--- src/rtl/fp_div_normalizer_pkg.sv ---
// Shared types and constants for the divider normalize-and-pack stage.
// Field offsets describe the packed IEEE-754 single-precision result word.
package fp_div_pkg;
  localparam int FP_EXP_W = 8;
  localparam int FP_MAN_W = 24;
  localparam logic [FP_EXP_W-1:0] FP_EXP_MAX = 8'hFF;

  localparam int RES_W        = 32;
  localparam int RES_SIGN_BIT = 31;
  localparam int RES_EXP_LSB  = 23;
  localparam int RES_FRAC_LSB = 0;

  typedef enum logic [1:0] {IDLE, SHIFT, DONE} state_e;
endpackage

--- src/rtl/fp_div_normalizer_if.sv ---
// Operand/result handshake bundle; names follow the normalizer's point of view.
interface fp_div_normalizer_if #(
  parameter int EXP_W = 8,
  parameter int MAN_W = 24
) ();
  logic             valid_i;
  logic             ready_o;
  logic             s_i;
  logic [EXP_W-1:0] e_i;
  logic [MAN_W-1:0] q_i;
  logic             valid_o;
  logic             ready_i;
  logic [31:0]      result_o;
  logic             uf_o;
  logic             of_o;

  modport slave (
    input  valid_i, s_i, e_i, q_i, ready_i,
    output ready_o, valid_o, result_o, uf_o, of_o
  );

  modport master (
    output valid_i, s_i, e_i, q_i, ready_i,
    input  ready_o, valid_o, result_o, uf_o, of_o
  );
endinterface

--- src/rtl/fp_pack_single.sv ---
// Combinational packer: builds {sign, exp, frac}, or a signed zero / signed infinity.
module fp_pack_single
  import fp_div_pkg::*;
#(
  parameter int EXP_W = FP_EXP_W,
  parameter int MAN_W = FP_MAN_W
) (
  input  logic             s,
  input  logic [EXP_W-1:0] e,
  input  logic [MAN_W-2:0] frac,
  input  logic             zero_sel,
  input  logic             inf_sel,
  output logic [RES_W-1:0] word
);
  always_comb begin
    word               = '0;
    word[RES_SIGN_BIT] = s;
    if (inf_sel) begin
      word[RES_EXP_LSB +: EXP_W] = {EXP_W{1'b1}};
    end else if (!zero_sel) begin
      word[RES_EXP_LSB +: EXP_W]   = e;
      word[RES_FRAC_LSB +: MAN_W-1] = frac;
    end
  end
endmodule

--- src/rtl/fp_div_normalizer.sv ---
// Normalizes the divider quotient one bit per cycle, then packs a single-precision
// result with underflow/overflow flags. One operation in flight at a time.
module fp_div_normalizer
  import fp_div_pkg::*;
#(
  parameter int EXP_W = FP_EXP_W,
  parameter int MAN_W = FP_MAN_W
) (
  input  logic                clk_i,
  input  logic                rst_ni,
  fp_div_normalizer_if.slave  io
);
  localparam logic [EXP_W-1:0] E_ONE = {{(EXP_W-1){1'b0}}, 1'b1};

  state_e           state_q, state_d;
  logic             s_q, s_d;
  logic [EXP_W-1:0] e_q, e_d;
  logic [MAN_W-1:0] q_q, q_d;
  logic [RES_W-1:0] result_q, result_d;
  logic             uf_q, uf_d, of_q, of_d;

  logic             q_zero, e_max, e_zero, norm;
  logic             zero_sel, inf_sel, finish;
  logic [RES_W-1:0] packed_word;

  // Priority: zero quotient, saturated exponent, normalized, exponent exhausted.
  always_comb begin
    q_zero   = (q_q == '0);
    e_max    = (e_q == {EXP_W{1'b1}});
    e_zero   = (e_q == '0);
    norm     = q_q[MAN_W-1];
    inf_sel  = !q_zero && e_max;
    zero_sel = q_zero || (!e_max && !norm && e_zero);
    finish   = q_zero || e_max || norm || e_zero;
  end

  fp_pack_single #(.EXP_W(EXP_W), .MAN_W(MAN_W)) u_pack (
    .s        (s_q),
    .e        (e_q),
    .frac     (q_q[MAN_W-2:0]),
    .zero_sel (zero_sel),
    .inf_sel  (inf_sel),
    .word     (packed_word)
  );

  always_comb begin
    state_d  = state_q;
    s_d      = s_q;
    e_d      = e_q;
    q_d      = q_q;
    result_d = result_q;
    uf_d     = uf_q;
    of_d     = of_q;
    case (state_q)
      IDLE: begin
        if (io.valid_i) begin
          state_d = SHIFT;
          s_d     = io.s_i;
          e_d     = io.e_i;
          q_d     = io.q_i;
        end
      end
      SHIFT: begin
        if (finish) begin
          state_d  = DONE;
          result_d = packed_word;
          of_d     = inf_sel;
          uf_d     = !q_zero && !e_max && !norm;
        end else begin
          q_d = q_q << 1;
          e_d = e_q - E_ONE;
        end
      end
      DONE: begin
        if (io.ready_i) state_d = IDLE;
      end
      default: state_d = IDLE;
    endcase
  end

  always_ff @(posedge clk_i or negedge rst_ni) begin
    if (!rst_ni) begin
      state_q  <= IDLE;
      s_q      <= 1'b0;
      e_q      <= '0;
      q_q      <= '0;
      result_q <= '0;
      uf_q     <= 1'b0;
      of_q     <= 1'b0;
    end else begin
      state_q  <= state_d;
      s_q      <= s_d;
      e_q      <= e_d;
      q_q      <= q_d;
      result_q <= result_d;
      uf_q     <= uf_d;
      of_q     <= of_d;
    end
  end

  assign io.ready_o  = (state_q == IDLE);
  assign io.valid_o  = (state_q == DONE);
  assign io.result_o = result_q;
  assign io.uf_o     = uf_q;
  assign io.of_o     = of_q;
endmodule
--- src/flat_wrapper.sv ---
// flat-port wrapper written by rule: the top's interface ports become plain ports
module fp_div_normalizer_flat import fp_div_pkg::*;
#(
  parameter int EXP_W = FP_EXP_W,
  parameter int MAN_W = FP_MAN_W
)
  (clk_i, rst_ni, io_valid_i, io_s_i, io_e_i, io_q_i, io_ready_i, io_ready_o, io_valid_o, io_result_o, io_uf_o, io_of_o);
  fp_div_normalizer_if #(.EXP_W(EXP_W), .MAN_W(MAN_W)) io_i ();
  input  logic clk_i;
  input  logic rst_ni;
  input wire logic [$bits(io_i.valid_i)-1:0] io_valid_i;
  input wire logic [$bits(io_i.s_i)-1:0] io_s_i;
  input wire logic [$bits(io_i.e_i)-1:0] io_e_i;
  input wire logic [$bits(io_i.q_i)-1:0] io_q_i;
  input wire logic [$bits(io_i.ready_i)-1:0] io_ready_i;
  output wire logic [$bits(io_i.ready_o)-1:0] io_ready_o;
  output wire logic [$bits(io_i.valid_o)-1:0] io_valid_o;
  output wire logic [$bits(io_i.result_o)-1:0] io_result_o;
  output wire logic [$bits(io_i.uf_o)-1:0] io_uf_o;
  output wire logic [$bits(io_i.of_o)-1:0] io_of_o;
  assign io_i.valid_i = io_valid_i;
  assign io_i.s_i = io_s_i;
  assign io_i.e_i = io_e_i;
  assign io_i.q_i = io_q_i;
  assign io_i.ready_i = io_ready_i;
  assign io_ready_o = io_i.ready_o;
  assign io_valid_o = io_i.valid_o;
  assign io_result_o = io_i.result_o;
  assign io_uf_o = io_i.uf_o;
  assign io_of_o = io_i.of_o;
  fp_div_normalizer #(.EXP_W(EXP_W), .MAN_W(MAN_W)) u_core (.clk_i(clk_i), .rst_ni(rst_ni), .io(io_i));
endmodule
--- config.mk ---
export PLATFORM = sky130hd
export DESIGN_NAME = fp_div_normalizer_flat
export DESIGN_NICKNAME = d
export VERILOG_FILES = /design/src/rtl/fp_div_normalizer_pkg.sv /design/src/rtl/fp_div_normalizer_if.sv /design/src/rtl/fp_pack_single.sv /design/src/rtl/fp_div_normalizer.sv /design/src/flat_wrapper.sv
export SDC_FILE = /design/constraint.sdc
export NUM_CORES = 1
export LEC_CHECK = 0
export CORE_MARGIN = 8
export CORE_UTILIZATION = 45
export DETAILED_ROUTE_END_ITERATION = 10
export PLACE_DENSITY = 0.85
export SLEW_MARGIN = 5
export SYNTH_ARGS = -nofsm -noshare
export SYNTH_HDL_FRONTEND = slang
export SYNTH_SLANG_ARGS = --single-unit
export TNS_END_PERCENT = 20
--- constraint.sdc ---
create_clock -name clk_i -period 1.7 [get_ports clk_i]
set_input_delay 0.17 -clock clk_i [delete_from_list [all_inputs] [get_ports clk_i]]
set_output_delay 0.17 -clock clk_i [all_outputs]
set_load 0.02 [all_outputs]
==> impl_metrics.env, run 1 <==
export IMPL_comb_power_share=0.561
export IMPL_dp_slack_ns=-0.323
export IMPL_final_max_slew_viol_count=0
export IMPL_antenna_left=0
export IMPL_cts_sinks=69
export IMPL_critical_path_startpoint_type="flip-flop"
export IMPL_diodes=0
export IMPL_p_leak_nw=2.01
export IMPL_final_setup_viol_count=67
export IMPL_synth_seq_cells=69
export IMPL_slowest_stage="dfrtp_1"
export IMPL_pwr_share_clk=0.136
export IMPL_clk_path_buf_depth=2
export IMPL_synth_area_leaders="dfrtp_1 (57%), nand2_1 (8.4%), a22o_1 (6.9%)"
export IMPL_grt_pass1_vias=2979
export IMPL_yosysTopAreaCell="dfrtp_1"
export IMPL_synth_warnings=0
export IMPL_cp_arrival_ns=2.23
export IMPL_powerDensity_nw_per_um2=2120
export IMPL_p_sw_mw=4.05
export IMPL_synth_cell_types=33
export IMPL_slew_headroom=0.587
export IMPL_dp_hpwl_um=6370
export IMPL_required_ns=1.94
export IMPL_synth_net_count=360
export IMPL_fin_ws_ns=-0.292
export IMPL_fp_dieH_um=98.2
export IMPL_final_net_count=483
export IMPL_synth_flop_cell="dfrtp_1"
export IMPL_area_growth_pct=52.9
export IMPL_p_int_mw=5.83
export IMPL_synth_compound_area_frac=0.201
export IMPL_place_gp_congestion=0.866
export IMPL_swShare=0.410
export IMPL_cts_root_buffer="clkbuf_8"
export IMPL_synth_top_area_frac=0.568
export IMPL_path_delay_family="simple AND/OR/NAND/NOR gates"
export IMPL_cp_max_fo=23
export IMPL_wl_met3_um=874
export IMPL_synth_top_family_by_area="compound AO/OA/AOI/OAI gates"
export IMPL_fmax_mhz=502
export IMPL_violations="negative setup slack"
export IMPL_gr_usage_all_layers=0.190
export IMPL_period_share=1.17
export IMPL_crit_chain="nor4_2 -> nand4_1 -> o21a_1 -> a31oi_4 -> inv_4 -> buf_12 -> nor2_1 -> a31oi_1"
export IMPL_status="finished, violations left"
export IMPL_dp_cells=508
export IMPL_firstDrtPassIters=5
export IMPL_io_pins=73
export IMPL_pwr_share_seq=0.304
export IMPL_drt_iter0_drc=136
export IMPL_start_util=0.455
export IMPL_drc=0
export IMPL_tightest_slew_ns=0.619
export IMPL_vias=3024
export IMPL_die_w_um=98.2
export IMPL_overflow=0
export IMPL_grt_max_degree=47
export IMPL_hold_viol=0
export IMPL_design_die_area_um2=9650
export IMPL_netlist_instances=320
export IMPL_max_cap_viol_count=0
export IMPL_power_total_mw=9.88
export IMPL_path_class="reg2reg"
export IMPL_routed_via_density=5.73
export IMPL_cp_slowest_stage_delay_ns=0.40
export IMPL_clkLatencyLatePin_ns=0.36
export IMPL_avgSynthCellArea_um2=9.51
export IMPL_yosys_area_share_adder=0.0123
export IMPL_highest_layer="met4"
export IMPL_synth_xor_area_frac=0
export IMPL_antenna_found_initial=0
export IMPL_row_count=30
export IMPL_min_path_type="in2async"
export IMPL_final_layout_size_suffix_gt1_frac=0.246
export IMPL_critPathBufInv=2
export IMPL_synth_seq_area_share=0.568
export IMPL_fin_cells=528
export IMPL_rsz0062_at_grt="yes"
export IMPL_synth_mux_area_frac=0.00370
export IMPL_grt_first_pass_wirelength_um=14600
export IMPL_wl_met1_um=3630
export IMPL_yosys_area_share_simple=0.177
export IMPL_synth_edff_count=0
export IMPL_postRouteWirelength_um=9310
export IMPL_cts_buffers=9
export IMPL_skew_ns=0.0110
export IMPL_coreArea_um2=6680
export IMPL_cts_max_level=3
export IMPL_routedWlPerCell_um=17.6
export IMPL_cts_tree="built"
export IMPL_synthArstFlopShare=1.00
export IMPL_min_period_ns=1.99
export IMPL_port_buffer_count=72
export IMPL_crit_path_end_kind="flip-flop"
export IMPL_syn_cell_area_um2=3040
export IMPL_path_clk_slew_ns=0.07
export IMPL_vdd_drop_max_v=0.00122
export IMPL_dr_wl_met2_um=4640
==> per-layer routing <==
metal  vias up  GRT usage
li1       1368          -
met4         0     0.0649
met2       156      0.314
met3        18     0.0654
met1      1482      0.225
met5         -          0
==> metrics by stage <==
step / cell area (um^2) / util / setup TNS (ns) / hold slack, ns
after global placement: 4270 / 0.639 / -12.66 / 0.208
final: 4650 / 0.696 / -13.26 / 0.365
after floorplan: 3060 / - / -3.58 / -0.126
after detailed placement: 4270 / 0.639 / -15.59 / 0.210
after global routing: 4650 / 0.696 / -19.81 / 0.369
after CTS: 4530 / 0.678 / -11.82 / 0.362
==> logic make-up after synthesis <==
logic type	Yosys count
and+or+nand+nor	131
AOI/OAI and AO/OA	90
DFF	69
buffers and inverters	26
adders and majority gates	3
muxes	1
==> cell type report <==
cell class	count	area (um^2)
fill	493	2030
multi-input combinational	225	1330
clock buffer	10	128
timing repair buffer	132	1270
sequential	69	1730
clock inverter	6	63.8
tap	80	100
inverter	6	25.0
==> timing repair <==
action	4_1_cts	5_1_grt
gates resized for setup	15	22
hold buffers	1	0
setup endpoints to repair	69	67
hold endpoints to repair	22	0
pin swaps	5	22
setup buffers	0	1
cloned	1	1
==> power groups by stage <==
| stage | logic, mW | registers, mW | clock network [mW] |
|---|---|---|---|
| 3_3_place_gp | 4.85 | 2.94 | 0 |
| 3_5_place_dp | 5.03 | 2.99 | 0 |
| 6_report | 5.54 | 3.00 | 1.34 |
| 2_1_floorplan | 2.13 | 3.48 | 0 |
| 5_1_grt | 5.97 | 3.09 | 1.44 |
| 4_1_cts | 5.17 | 2.98 | 1.35 |
==> sequential cells by signal, summed over array words and instances, names as in the netlist <==
| name | cells |
|---|---|
| u_core.io.of_o | 1 |
| u_core.io.uf_o | 1 |
| u_core.e_q | 8 |
| u_core.s_q | 1 |
| u_core.io.result_o | 32 |
| u_core.q_q | 24 |
| u_core.state_q | 2 |
==> synth_stat cells, types with 2 or more instances <==
master,number
nand2_1,68
nand3_1,3
a21oi_1,23
ha_1,3
or3_1,3
o22ai_1,4
dfrtp_1,69
o21ai_0,7
buf_6,2
nand2b_1,2
nor4_1,6
a31oi_1,23
nor2_1,43
inv_1,5
o21a_1,2
clkbuf_1,15
nand4_1,2
buf_2,2
a22o_1,24
==> cells in the final DEF, fill, tap and decap left out, types with 3 or more instances in the layout <==
| master | count |
|---|---|
| buf_4 | 49 |
| o22ai_1 | 4 |
| clkbuf_8 | 9 |
| clkdlybuf4s50_1 | 69 |
| a22o_1 | 24 |
| o21ai_0 | 6 |
| nand3_1 | 3 |
| nor4_1 | 3 |
| a21oi_1 | 18 |
| ha_1 | 3 |
| a31oi_1 | 22 |
| buf_12 | 6 |
| nor2_2 | 11 |
| nor2_1 | 31 |
| dfrtp_1 | 69 |
| a21oi_2 | 4 |
| inv_2 | 3 |
| or3_1 | 3 |
| nor4_2 | 3 |
| nand2_1 | 68 |
==> path summary, 6_finish.rpt <==
path,from,endpoint,slack (ns),cells past startpoint
max,u_core.q_q[16],u_core.q_q[5],-0.29,8
max in group asynchronous,rst_ni,u_core.io.result_o[1],0.77,3
min in group clk_i,io_ready_i,u_core.state_q[1],0.37,2
min,rst_ni,u_core.s_q,0.37,2
min reg2reg,u_core.s_q,u_core.io.result_o[31],0.49,2
max reg2reg,u_core.q_q[16],u_core.q_q[5],-0.29,8
(Power assumes the default switching activity.)
==> run 2, diff against run 1 <==
--- a/config.mk
+++ b/config.mk
@@ -13,4 +13,4 @@
 export SYNTH_ARGS = -nofsm -noshare
 export SYNTH_HDL_FRONTEND = slang
 export SYNTH_SLANG_ARGS = --single-unit
-export TNS_END_PERCENT = 20
+export TNS_END_PERCENT = 50
==> run 2 against run 1 <==
The flow still finishes with violations (negative setup slack). Maximum frequency is 0.30% higher. Sequential power is 2% higher. Utilization is 1.1 points higher. Critical path type unchanged. Largest cell class unchanged. Largest power group unchanged. Highest routed layer unchanged.
==> impl_metrics.env, run 2 (synthesis gave the netlist of run 1 again) <==
export IMPL_wl_met1_um=3830
export IMPL_path_clk_slew_ns=0.07
export IMPL_final_setup_viol_count=67
export IMPL_dp_hpwl_um=6230
export IMPL_antenna_found_initial=0
export IMPL_place_area_um2=4250
export IMPL_row_count=30
export IMPL_path_delay_family="simple AND/OR/NAND/NOR gates"
export IMPL_gr_usage_all_layers=0.188
export IMPL_num_fill_cells=482
export IMPL_drt_iter0_drc=183
export IMPL_critPathBufInv=2
export IMPL_drc=0
export IMPL_p_leak_nw=2.02
export IMPL_min_period_ns=1.99
export IMPL_fp_dieH_um=98.2
export IMPL_hold_viol=0
export IMPL_io_pins=73
export IMPL_overflow=0
export IMPL_rsz0062_at_grt="yes"
export IMPL_start_util=0.455
export IMPL_max_cap_viol_count=0
export IMPL_slew_headroom=0.671
export IMPL_cp_num_cells=8
export IMPL_setup_tns_ns=-13.35
export IMPL_cts_sinks=69
export IMPL_largest_register_ffs=32
export IMPL_grt_pass1_vias=3017
export IMPL_grt_first_pass_wirelength_um=14500
export IMPL_port_buffer_count=72
export IMPL_slowest_stage="dfrtp_1"
export IMPL_status="finished, violations left"
export IMPL_final_layout_size_suffix_gt1_frac=0.268
export IMPL_routedWlPerCell_um=18.1
export IMPL_coreArea_um2=6680
export IMPL_comb_power_share=0.565
export IMPL_die_w_um=98.2
export IMPL_tightest_slew_ns=0.494
export IMPL_skew_ns=0.00863
export IMPL_vdd_drop_max_v=0.00110
export IMPL_cp_slowest_stage_delay_ns=0.41
export IMPL_min_path_type="in2async"
export IMPL_swShare=0.413
export IMPL_dr_wl_met2_um=4840
export IMPL_p_int_mw=5.94
export IMPL_cts_tree="built"
export IMPL_antenna_left=0
export IMPL_cts_root_buffer="clkbuf_8"
export IMPL_place_gp_congestion=0.857
export IMPL_firstDrtPassIters=4
export IMPL_path_class="reg2reg"
export IMPL_final_net_count=483
export IMPL_dp_slack_ns=-0.308
export IMPL_final_common_cell="clkdlybuf4s50_1"
export IMPL_fmax_mhz=503
export IMPL_cts_buffers=9
export IMPL_area_growth_pct=55.2
export IMPL_fin_area_um2=4720
export IMPL_crit_path_end_kind="flip-flop"
export IMPL_design_die_area_um2=9650
export IMPL_pwr_share_clk=0.132
export IMPL_cp_max_fo=23
export IMPL_fin_ws_ns=-0.287
export IMPL_required_ns=1.91
export IMPL_r2r_cells=8
export IMPL_critical_path_startpoint_type="flip-flop"
export IMPL_violations="negative setup slack"
export IMPL_highest_layer="met4"
export IMPL_powerDensity_nw_per_um2=2140
export IMPL_final_max_slew_viol_count=0
export IMPL_grt_max_degree=39
export IMPL_period_share=1.17
export IMPL_postRouteWirelength_um=9550
export IMPL_clkLatencyLatePin_ns=0.34
export IMPL_pwr_share_seq=0.303
export IMPL_cp_arrival_ns=2.20
export IMPL_routed_via_density=5.63
export IMPL_p_sw_mw=4.18
export IMPL_wl_met3_um=693
export IMPL_cts_max_level=3
export IMPL_clk_path_buf_depth=2
export IMPL_final_cell_mix="clkdlybuf4s50_1 (69), nand2_1 (68), dfrtp_1 (68), buf_4 (48), nor2_1 (32)"
export IMPL_vias=2971
export IMPL_diodes=0
export IMPL_crit_chain="nor4_2 -> nand4_1 -> o21a_4 -> a31oi_4 -> inv_4 -> buf_12 -> nor2_1 -> a31oi_1"
==> run 2: cell types whose count changed in the layout (fill, tap and decap cells not counted), moves of 3 or more <==
| cell | change |
|---|---|
| a21oi_1 | -7 |
| a21oi_2 | +6 |
| nor2_2 | -4 |
| nor2_4 | +3 |
==> run 2: worst reg2reg max path: stages, from the launching register on <==
cell and delay [ns]:
dfrtp_1 0.41, nor4_2 0.34, nand4_1 0.19, o21a_4 0.25, a31oi_4 0.23, inv_4 0.10
buf_12 0.17, nor2_1 0.12, a31oi_1 0.07
==> run 2: metrics by stage <==
step / utilization / hold slack, ns / std cells / power, mW
floorplan: - / -0.126 / 320 / 5.60
global placement: 0.636 / 0.147 / 505 / 7.78
detailed placement: 0.636 / 0.160 / 505 / 8.00
CTS: 0.679 / 0.333 / 526 / 9.54
global route: 0.707 / 0.346 / 528 / 10.7
finish: 0.707 / 0.324 / 528 / 10.1
==> run 2: repair_timing <==
| item | CTS | global route |
|---|---|---|
| setup endpoints to repair | 69 | 67 |
| hold buffers | 1 | 0 |
| cloned | 1 | 1 |
| buffers inserted | 3 | 1 |
| pin swaps | 5 | 3 |
| resized for setup | 13 | 42 |
| endpoints found under the hold margin | 17 | 0 |
==> run 2: cell type report <==
cell class	instances	area [um^2]	area share
clock inverter	4	47.5	0.0101
multi-input combinational	225	1400	0.297
inverter	6	25.0	0.00530
sequential	69	1730	0.366
timing repair buffer	132	1280	0.270
clock buffer	12	145	0.0307
tap	80	100	0.0212
==> run 2: routing by layer <==
layer / vias up / GRT usage
li1: 1367 / -
met1: 1443 / 0.219
met2: 140 / 0.319
met3: 21 / 0.0526
met4: 0 / 0.0767
met5: - / 0
==> run 2: power by group through the flow <==
stage / sequential, mW / combinational (mW) / clock [mW]
floorplan: 3.48 / 2.13 / 0
global placement: 2.94 / 4.84 / 0
detailed placement: 2.98 / 5.01 / 0
CTS: 2.98 / 5.23 / 1.33
global route: 3.16 / 6.11 / 1.40
finish: 3.07 / 5.72 / 1.33
==> run 2: worst paths after layout <==
kind | from | end | slack [ns]
worst max-delay path | u_core.q_q[3] | u_core.q_q[2] | -0.29
worst min-delay path | rst_ni | u_core.io.result_o[31] | 0.32
worst max register to register | u_core.q_q[3] | u_core.q_q[2] | -0.29
worst min register to register | u_core.s_q | u_core.io.result_o[31] | 0.47
max in group asynchronous | rst_ni | u_core.e_q[0] | 0.79
min in group clk_i | io_q_i[18] | u_core.q_q[18] | 0.38
==> run 3, diff against run 2 <==
--- a/config.mk
+++ b/config.mk
@@ -5,7 +5,6 @@
 export SDC_FILE = /design/constraint.sdc
 export NUM_CORES = 1
 export LEC_CHECK = 0
-export CORE_MARGIN = 8
 export CORE_UTILIZATION = 45
 export DETAILED_ROUTE_END_ITERATION = 10
 export PLACE_DENSITY = 0.85
==> run 3 against run 2 <==
The run ends with design-rule violations, negative setup slack left. Sequential cell count unchanged. Routed wire length decreased by 11%. Register-to-register slack got worse by 0.03 ns. Largest cell class unchanged. Highest routed layer unchanged.
==> impl_metrics.env, run 3 (synthesis gave the netlist of run 1 again) <==
export IMPL_final_max_slew_viol_count=0
export IMPL_antenna_found_initial=0
export IMPL_slowest_stage="dfrtp_1"
export IMPL_row_count=29
export IMPL_required_ns=1.94
export IMPL_startpoint="u_core.q_q[3]"
export IMPL_design_die_area_um2=7090
export IMPL_r2r_cells=8
export IMPL_cts_tree="built"
export IMPL_hold_viol=0
export IMPL_overflow=0
export IMPL_cp_num_cells=8
export IMPL_dp_slack_ns=-0.323
export IMPL_place_gp_congestion=0.898
export IMPL_dp_cells=501
export IMPL_worstReg2RegStart="u_core.q_q[3]"
export IMPL_critPathBufInv=2
export IMPL_critical_path_startpoint_type="flip-flop"
export IMPL_start_util=0.474
export IMPL_drt_iter0_drc=203
export IMPL_rsz0062_at_grt="yes"
export IMPL_vdd_drop_max_v=0.00121
export IMPL_fp_dieH_um=84.2
export IMPL_antenna_left=0
export IMPL_reg2reg_to="u_core.e_q[7]"
export IMPL_final_net_count=483
export IMPL_clkLatencyLatePin_ns=0.36
export IMPL_dp_hpwl_um=5640
export IMPL_min_path_type="in2async"
export IMPL_largest_register_ffs=32
export IMPL_cts_sinks=69
export IMPL_die_w_um=84.2
export IMPL_crit_path_end_kind="flip-flop"
export IMPL_fmax_mhz=497
export IMPL_diodes=0
export IMPL_cp_arrival_ns=2.25
export IMPL_num_fill_cells=444
export IMPL_r2r_setup_slack_ns=-0.31
export IMPL_coreArea_um2=6420
export IMPL_cts_max_level=3
export IMPL_p_leak_nw=2.03
export IMPL_cp_max_fo=12
export IMPL_vias=2938
export IMPL_skew_ns=0.0125
export IMPL_slew_headroom=0.554
export IMPL_grt_pass1_vias=2811
export IMPL_tightest_slew_ns=0.669
export IMPL_gr_usage_all_layers=0.250
export IMPL_endpoint="u_core.e_q[7]"
export IMPL_port_buffer_count=72
export IMPL_cts_root_buffer="clkbuf_8"
export IMPL_routedWlPerCell_um=16.2
export IMPL_postRouteWirelength_um=8520
export IMPL_violations="design-rule violations, negative setup slack"
export IMPL_path_clk_slew_ns=0.07
export IMPL_final_cell_mix="clkdlybuf4s50_1 (69), dfrtp_1 (69), nand2_1 (68), buf_4 (49), nor2_1 (37)"
export IMPL_grt_first_pass_wirelength_um=13500
export IMPL_routed_via_density=5.60
export IMPL_area_growth_pct=53.5
export IMPL_cp_slowest_stage_delay_ns=0.40
export IMPL_status="finished, violations left"
export IMPL_powerDensity_nw_per_um2=2140
export IMPL_fin_ws_ns=-0.313
export IMPL_clk_path_buf_depth=2
export IMPL_final_layout_size_suffix_gt1_frac=0.234
export IMPL_max_cap_viol_count=0
export IMPL_io_pins=73
export IMPL_firstDrtPassIters=7
export IMPL_period_share=1.18
export IMPL_grt_max_degree=44
export IMPL_setup_tns_ns=-13.81
export IMPL_final_setup_viol_count=67
export IMPL_drc=8
export IMPL_min_period_ns=2.01
export IMPL_crit_chain="nor4_2 -> nand4_1 -> o21a_1 -> a31oi_4 -> inv_4 -> buf_8 -> a21oi_2 -> a21oi_1"
export IMPL_cts_buffers=9
export IMPL_fin_cells=525
export IMPL_path_class="reg2reg"
export IMPL_path_delay_family="compound AO/OA/AOI/OAI gates"
[run 3: cell count changes in the layout (fill, tap and decap cells not counted), moves of 3 or more]
| cell | before | now |
|---|---|---|
| a21oi_1 | 11 | 17 |
| a21oi_2 | 10 | 4 |
| nor2_1 | 32 | 37 |
| nor2_2 | 7 | 4 |
[run 3: report_power, final]
part | switching, mW | internal, mW | total, mW
clock network | 0.656 | 0.826 | 1.48
logic | 2.78 | 2.69 | 5.48
registers | 0.572 | 2.46 | 3.03
[run 3: routing by layer]
layer	track usage	up-vias	share of wire
met5	0	-	0
met4	0.119	0	0.020
met3	0.0423	16	0.050
met2	0.411	111	0.49
met1	0.325	1437	0.44
li1	-	1374	-
[run 3: final cells by class]
class	instances	area, um^2	area share
Sequential cell	69	1730	0.370
Timing Repair Buffer	132	1270	0.272
Clock buffer	10	128	0.0273
Clock inverter	6	87.6	0.0188
Tap cell	77	96.3	0.0206
Multi-Input combinational cell	225	1340	0.287
Inverter	6	25.0	0.00536
[run 3: what timing repair did]
action | 4_1_cts | 5_1_grt
gates cloned | 1 | 1
setup endpoints to repair | 69 | 67
hold endpoints to repair | 17 | 0
gates resized for setup | 14 | 24
pin swaps | 6 | 31
hold buffers | 1 | 0
setup buffers | 3 | 4
[run 3: worst min-delay path by stage]
stage            from                     end  slack, ns
2_1_floorplan  rst_ni           u_core.e_q[0]      -0.13
3_3_place_gp   rst_ni  u_core.io.result_o[16]       0.15
3_5_place_dp   rst_ni              u_core.s_q       0.15
4_1_cts        rst_ni  u_core.io.result_o[24]       0.31
5_1_grt        rst_ni  u_core.io.result_o[31]       0.34
6_report       rst_ni              u_core.s_q       0.30
[run 3: worst register-to-register path, delay by kind of cell, from the launching register on]
| kind | cells | cell delay (ns) |
|---|---|---|
| flip-flops | 1 | 0.40 |
| AO/OA/AOI/OAI | 4 | 0.68 |
| AND/OR/NAND/NOR | 2 | 0.55 |
| buffers and inverters | 2 | 0.27 |
[run 3: through the flow]
stage	total power, mW	cell area (um^2)	hold WS, ns	util
2_1_floorplan	5.60	3060	-0.126	-
3_3_place_gp	7.71	4230	0.147	0.658
3_5_place_dp	7.90	4230	0.149	0.658
4_1_cts	9.64	4550	0.308	0.709
5_1_grt	10.6	4670	0.337	0.727
6_report	9.99	4670	0.299	0.727
